**config.mk**
```make
export PLATFORM = sky130hd
export DESIGN_NAME = operand_fetch
export DESIGN_NICKNAME = d
export VERILOG_FILES = /design/src/rtl/operand_fetch.sv
export SDC_FILE = /design/constraint.sdc
export NUM_CORES = 1
export LEC_CHECK = 0
export CAP_MARGIN = 40
export CELL_PAD_IN_SITES_DETAIL_PLACEMENT = 1
export CELL_PAD_IN_SITES_GLOBAL_PLACEMENT = 1
export CORE_MARGIN = 8
export CORE_UTILIZATION = 34
export DETAILED_ROUTE_END_ITERATION = 8
export GPL_TIMING_DRIVEN = 1
export PLACE_DENSITY_LB_ADDON = 0.1
export SLEW_MARGIN = 20
export SYNTH_ARGS = -nofsm -noshare
export SYNTH_HDL_FRONTEND = slang
export SYNTH_SLANG_ARGS = --single-unit
export TNS_END_PERCENT = 5
```
**constraint.sdc**
```tcl
create_clock -name clk -period 3.5 [get_ports clk]
set_input_delay 0.35 -clock clk [delete_from_list [all_inputs] [get_ports clk]]
set_output_delay 0.35 -clock clk [all_outputs]
set_load 0.005 [all_outputs]
```
**src/rtl/operand_fetch.sv**
```systemverilog
// Operand fetch stage: resolves source operands from x0 / EX forward / WB
// bypass / regfile, stalls on load-use and back-to-back hazards using a
// pending-load scoreboard, and registers the result into the ID/EX register.
module operand_fetch #(
   parameter int N = 32
) (
   input  logic         clk,
   input  logic         rst,
   input  logic         in_valid,
   output logic         in_ready,
   input  logic [4:0]   in_rs1,
   input  logic [4:0]   in_rs2,
   input  logic         in_rs1_en,
   input  logic         in_rs2_en,
   input  logic [4:0]   in_rd,
   input  logic         in_rd_we,
   input  logic         in_is_load,
   input  logic [N-1:0] in_pc,
   input  logic [N-1:0] in_imm,
   output logic [4:0]   rf_rs1,
   output logic [4:0]   rf_rs2,
   input  logic [N-1:0] rf_rdata1,
   input  logic [N-1:0] rf_rdata2,
   input  logic         ex_fwd_valid,
   input  logic [4:0]   ex_fwd_rd,
   input  logic [N-1:0] ex_fwd_data,
   input  logic         wb_we,
   input  logic [4:0]   wb_rd,
   input  logic [N-1:0] wb_data,
   input  logic         wb_is_load,
   input  logic         flush,
   output logic         out_valid,
   input  logic         out_ready,
   output logic [N-1:0] out_rs1_data,
   output logic [N-1:0] out_rs2_data,
   output logic [4:0]   out_rd,
   output logic         out_rd_we,
   output logic         out_is_load,
   output logic [N-1:0] out_pc,
   output logic [N-1:0] out_imm
);

   logic         r_valid;
   logic [N-1:0] r_rs1_data;
   logic [N-1:0] r_rs2_data;
   logic [4:0]   r_rd;
   logic         r_rd_we;
   logic         r_is_load;
   logic [N-1:0] r_pc;
   logic [N-1:0] r_imm;
   logic [31:0]  r_pending;

   logic [N-1:0] w_rs1_val;
   logic [N-1:0] w_rs2_val;
   logic         w_ld_done;
   logic         w_haz1;
   logic         w_haz2;
   logic         w_accept;
   logic         w_out_fire;
   logic [31:0]  w_pending_nxt;

   assign rf_rs1 = in_rs1;
   assign rf_rs2 = in_rs2;

   assign w_ld_done = wb_we && wb_is_load;

   // Operand select: x0, then EX forward, then WB bypass (write lands at this edge), then regfile
   always_comb begin
      w_rs1_val = rf_rdata1;
      if (in_rs1 == 5'd0)                             w_rs1_val = '0;
      else if (ex_fwd_valid && ex_fwd_rd == in_rs1)   w_rs1_val = ex_fwd_data;
      else if (wb_we && wb_rd == in_rs1)              w_rs1_val = wb_data;
      w_rs2_val = rf_rdata2;
      if (in_rs2 == 5'd0)                             w_rs2_val = '0;
      else if (ex_fwd_valid && ex_fwd_rd == in_rs2)   w_rs2_val = ex_fwd_data;
      else if (wb_we && wb_rd == in_rs2)              w_rs2_val = wb_data;
   end

   // Hazard per source: load outstanding (unless it completes now), or producer still in ID/EX
   always_comb begin
      w_haz1 = in_rs1_en && (in_rs1 != 5'd0) &&
               ((r_pending[in_rs1] && !(w_ld_done && wb_rd == in_rs1)) ||
                (r_valid && r_rd_we && r_rd == in_rs1));
      w_haz2 = in_rs2_en && (in_rs2 != 5'd0) &&
               ((r_pending[in_rs2] && !(w_ld_done && wb_rd == in_rs2)) ||
                (r_valid && r_rd_we && r_rd == in_rs2));
   end

   assign in_ready   = !rst && !flush && !w_haz1 && !w_haz2 && (!r_valid || out_ready);
   assign w_accept   = in_valid && in_ready;
   // A flushed instruction is killed, so it never counts as consumed by execute
   assign w_out_fire = r_valid && out_ready && !flush;

   // Scoreboard next state: clear on load completion, then set on load handoff (set wins)
   always_comb begin
      w_pending_nxt = r_pending;
      if (w_ld_done)
         w_pending_nxt[wb_rd] = 1'b0;
      if (w_out_fire && r_is_load && r_rd_we && r_rd != 5'd0)
         w_pending_nxt[r_rd] = 1'b1;
      w_pending_nxt[0] = 1'b0;
   end

   // Pending-load scoreboard register
   always_ff @(posedge clk) begin
      if (rst) r_pending <= '0;
      else     r_pending <= w_pending_nxt;
   end

   // ID/EX register: flush kills, accept loads, consume drains, otherwise hold
   always_ff @(posedge clk) begin
      if (rst) begin
         r_valid    <= 1'b0;
         r_rs1_data <= '0;
         r_rs2_data <= '0;
         r_rd       <= '0;
         r_rd_we    <= 1'b0;
         r_is_load  <= 1'b0;
         r_pc       <= '0;
         r_imm      <= '0;
      end else if (flush) begin
         r_valid    <= 1'b0;
      end else if (w_accept) begin
         r_valid    <= 1'b1;
         r_rs1_data <= w_rs1_val;
         r_rs2_data <= w_rs2_val;
         r_rd       <= in_rd;
         r_rd_we    <= in_rd_we;
         r_is_load  <= in_is_load;
         r_pc       <= in_pc;
         r_imm      <= in_imm;
      end else if (out_ready) begin
         r_valid    <= 1'b0;
      end
   end

   assign out_valid    = r_valid;
   assign out_rs1_data = r_rs1_data;
   assign out_rs2_data = r_rs2_data;
   assign out_rd       = r_rd;
   assign out_rd_we    = r_rd_we;
   assign out_is_load  = r_is_load;
   assign out_pc       = r_pc;
   assign out_imm      = r_imm;

endmodule

```
# == After elaboration in Yosys (flattened, before gate mapping) ==
# Cells that the tools add are included.
# word_totals
ff_bits,168
latch_bits,0
mem_bits_rw,0
rom_bits,0
word_cells,90
mem_count,0
# classes
add_sub_neg,0
multipliers,0
div,0
order_cmp,6
n_eq_ne,6
shift,0
n_mux,18
n_bitwise,4
reduce_logical,46
# ops
op,n
32-bit two-way mux,8
32-bit bitwise AND,1
32-bit inverter,1
32-bit OR,1
5-bit == test,6
1-bit logical AND,28
5-bit by 6-bit less-than comparator with 1-bit output (second input constant),4
5-bit nonzero test,3
1-bit binary-select mux with 5-bit select,2
1-bit demux with 5-bit select,2
5-bit by 1-bit greater-or-equal comparator with 1-bit output (second input constant),2
5-bit logical NOT,2
1-bit logical NOT,7
1-bit two-way mux,6
1-bit logical OR,3
2-bit AND reduction,1
2-bit nonzero test,1
2-bit OR reduction,1
1-bit inverter,1

# == Depth between registers and ports, before layout ==
# depth
word_depth,12
depth_mapped,11
ltp_nobuf,6

# == Worst setup path before layout ==
# Ideal clock, no wire load.
# synth_path
path_kind,input port to flip-flop
from,in in_rs2[0]
to,"reg r_imm[0], in the netlist out_imm[0]"
arrival_ns,2.105
required_time_ns,3.381
slack_ns,1.276
path_stages,11
n_path_buf,5
cell_sequence,buf_4 buf_2 mux2_2 o21ai_0 o221ai_1 nand4_1 nand4_1 buf_4 buf_6 buf_8 mux2i_1
# synth_between
elab_chain_cells,11
elab_cells_between_ends,17
cone_classes,eq/ne (2); mux (2); reduce/logical (13)
# synth_lines
item,line_no,rtl
"start, declared",12,"input logic [4:0] in_rs2,"
branches (longest 5 deep; another with 1-bit binary-select mux with 5-bit select),n/a,
1-bit logical AND *,84,w_haz2 = in_rs2_en && (in_rs2 != 5'd0) &&
1-bit logical NOT *,89,assign in_ready = !rst && !flush && !w_haz1 && !w_haz2 && (!r_valid || out_ready);
1-bit logical AND * (2 in a row),89,
1-bit logical AND *,90,assign w_accept = in_valid && in_ready;
2-bit AND reduction (no source line) *,n/a,
"end signal, assigned",131,r_imm <= in_imm;
"end, declared",50,logic [N-1:0] r_imm;
# Mark *: on every way between the ends. The select of a mux whose other input is x is not followed.
# A chain may end at the register's enable or synchronous reset.

# == Worst setup path in the final report ==
# layout_path
from,in in_rs1[0]
to,out in_ready
# layout_between
elab_chain_cells,10
elab_cells_between_ends,16
cone_classes,eq/ne (2); mux (2); reduce/logical (12)
# layout_lines
item,line_no,rtl
"start, declared",11,"input logic [4:0] in_rs1,"
branches (longest 5 deep; another with 1-bit binary-select mux with 5-bit select),n/a,
1-bit logical AND *,81,w_haz1 = in_rs1_en && (in_rs1 != 5'd0) &&
1-bit logical NOT *,89,
1-bit logical AND * (3 in a row),89,
"end, declared",10,"output logic in_ready,"
# Marks and branches as above.

==> run metrics <==
P&R area growth vs syn 50.59%; Setup CP Type in -> out; sequential area share after synthesis 36.85%; dpl hpwl 28.42 mm; num rows 60; die outline height 179.4 um; power per cell area 355.4 nW/um2; DR iter-0 viols 416; Setup Total Neg Slack 0 ps; crit-path max FO 4; htree depth 4; Multi-input gate area 5202 um2; post-layout min period 3072 ps; post-synthesis compound-gate area fraction 11.03%; Synth Flop Type dfxtp_1; max-slew violation count 0; Starting Density 34.14%; worst slack, placed 347.7 ps; Synth Area in XOR/XNOR 2.896%; CP Capture Type output pin; number of fill cells 3065; share of cells above drive strength 1 6.078%; Final Hold Viols 0; type of origin of the critical path input pin; drt total wl 37.74 mm; Worst EP arrival 2720 ps; Clock transition at path regs 80 ps; GP Congestion 0.8959; IO Pins 376; total track usage 22.85%; Clk network pwr share 42.1%; CP required 3150 ps; initial antenna violation count 8; max frequency 0.3256 GHz; hold slack final 458.5 ps; grt ovf 0; Slew @ Worst Pin 709.5 ps; Max Cap Violations 0; synth unique cells 43; status finished clean; Ys Warns 0; Vias/cell 5.175; antenna viol nets, final 0; register share of total power 40.9%; asr flop ratio synth 0%; post-CTS setup buffer count 0; Tcrit/Tclk final 87.76%; Port Buffers 375; min setup slack post-route 428.4 ps; drt pass-1 iters 6; largest family of logic cells by synthesized area multiplexers; die area 32170 um2; largest net degree at the start of global routing 72; Num CTS Buffers 17; worst hold path class in -> reg; Register-to-Register Setup Slack 830 ps; Cells after Synth 1042; Post-CTS Resized 0; Clock Skew 20.03 ps; Worst-Skew Late Latency 440 ps; LEAKAGE 0.005732 uW; RSZ-0062 raised after global routing no; Final nets 1598; Net Sw Frac 26.10%; Adder-Cell Fraction of Synth Area 0%; DR WL/cell 21.87 um; internal power 3589 uW; Slew Limit Headroom 52.70%; mux cell area share after synthesis 26.19%; post-synthesis simple-gate area fraction 16.96%; Mapped Area 9074 um2; number of synthesized register bits 167; Max Buffers Root-to-Sink 2; Post-synth EDFFs 0; syn_nets 1271; DR vias 8932; CTS Root Cell clkbuf_16; Gate power share 17.1%; Syn Area/Cell 8.708 um2; number of setup violations in the final report 0; CTS tree built; Reg area 3343 um2; core box area 26580 um2; Die X 179.4 um; number of remaining DRC errors 0; NetSw 1267 uW; VDD IR max 0.2440 mV; vias in the first global route 9501; Clock Sinks 167; global-route wire length before repair 56.08 mm; hold buffer count at CTS 0
==> cells in the final DEF (no fill, tap or decap), types with 4 or more instances in the layout <==
cell type        instances
nand2_1                248
mux2_2                   5
or3_1                    4
mux4_2                   7
buf_12                   5
xnor2_1                 11
xor2_1                  19
o21ai_0                 34
inv_6                    8
buf_4                   25
nor2_1                  72
o22ai_1                  4
nor3_1                   5
mux2i_1                216
dfxtp_1                167
nand2b_1                 4
nand3b_1                 5
nand4_1                  6
a21oi_1                 31
clkdlybuf4s50_1        375
nor4_1                   7
a211o_1                 64
clkbuf_16               17
==> cell type report <==
| type | instances | area share (%) |
|---|---|---|
| sequential | 167 | 24.47 |
| antenna | 3 | 0.05494 |
| inverter | 4 | 0.1465 |
| clock inverter | 15 | 1.447 |
| tap | 341 | 3.122 |
| multi-input combinational | 774 | 38.07 |
| timing repair buffer | 405 | 29.58 |
| clock buffer | 17 | 3.113 |
==> logic make-up after synthesis <==
logic type / after synthesis
flops: 167
xor+xnor: 30
compound gates: 144
buf+inv: 101
simple gates: 372
mux: 228
==> worst max-delay path, cell delays in order <==
cell	delay, ps
clkdlybuf4s50_1	510
or4_1	600
o21ai_1	220
nor4_1	90
nor3_1	240
and3_1	210
clkdlybuf4s50_1	500
==> worst paths after layout <==
check	depth (start not counted)	end	startpoint
worst max-delay path	7	in_ready	in_rs1[0]
worst min-delay path	3	out_imm[15]	in_imm[15]
worst max register to register	7	out_pc[11]	out_rd[4]
worst min register to register	2	out_pc[19]	out_pc[19]
==> power by group through the flow <==
stage | clock network [uW] | logic [uW] | registers [uW]
after floorplan | 0 | 344 | 2020
after global placement | 0 | 826 | 2020
after detailed placement | 0 | 834 | 2030
after CTS | 2110 | 839 | 1980
after global routing | 2180 | 892 | 1990
final | 2040 | 829 | 1980
==> registers in the layout, indices dropped and copies added (netlist names) <==
name          flops
out_imm          32
out_pc           32
out_rs1_data     32
out_rs2_data     32
r_pending        31
out_rd            5
out_is_load       1
out_rd_we         1
out_valid         1
==> stage by stage <==
step / utilization (%) / area (um2) / instances / power (uW)
CTS: 51.39 / 13660 / 1723 / 4929
finish: 51.42 / 13660 / 1726 / 4856
detailed placement: 49.04 / 13030 / 1691 / 2861
floorplan: - / 9074 / 1042 / 2367
global placement: 49.04 / 13030 / 1691 / 2851
global route: 51.41 / 13660 / 1725 / 5062
==> synth_stat cells, types with 11 or more instances <==
library cell  count  area, um2
o21ai_0          34      170.2
buf_4            28      210.2
xnor2_1          11      96.34
clkbuf_1         57      214.0
a211o_1          64      560.5
xor2_1           19      166.4
nand2_1         248      930.9
mux2i_1         216       2162
a21oi_1          31      155.2
dfxtp_1         167       3343
nor2_1           72      270.3
==> metal layers <==
layer,wire [um],GRT usage [%],vias to the layer above,part of all wire (%)
li1,-,-,4251,-
met5,76,0,-,0.20
met1,14480,25.12,4282,38
met3,4156,10.23,69,11
met2,17980,38.33,318,48
met4,1041,8.747,12,2.8
Power figures use the tool's default switching activity.
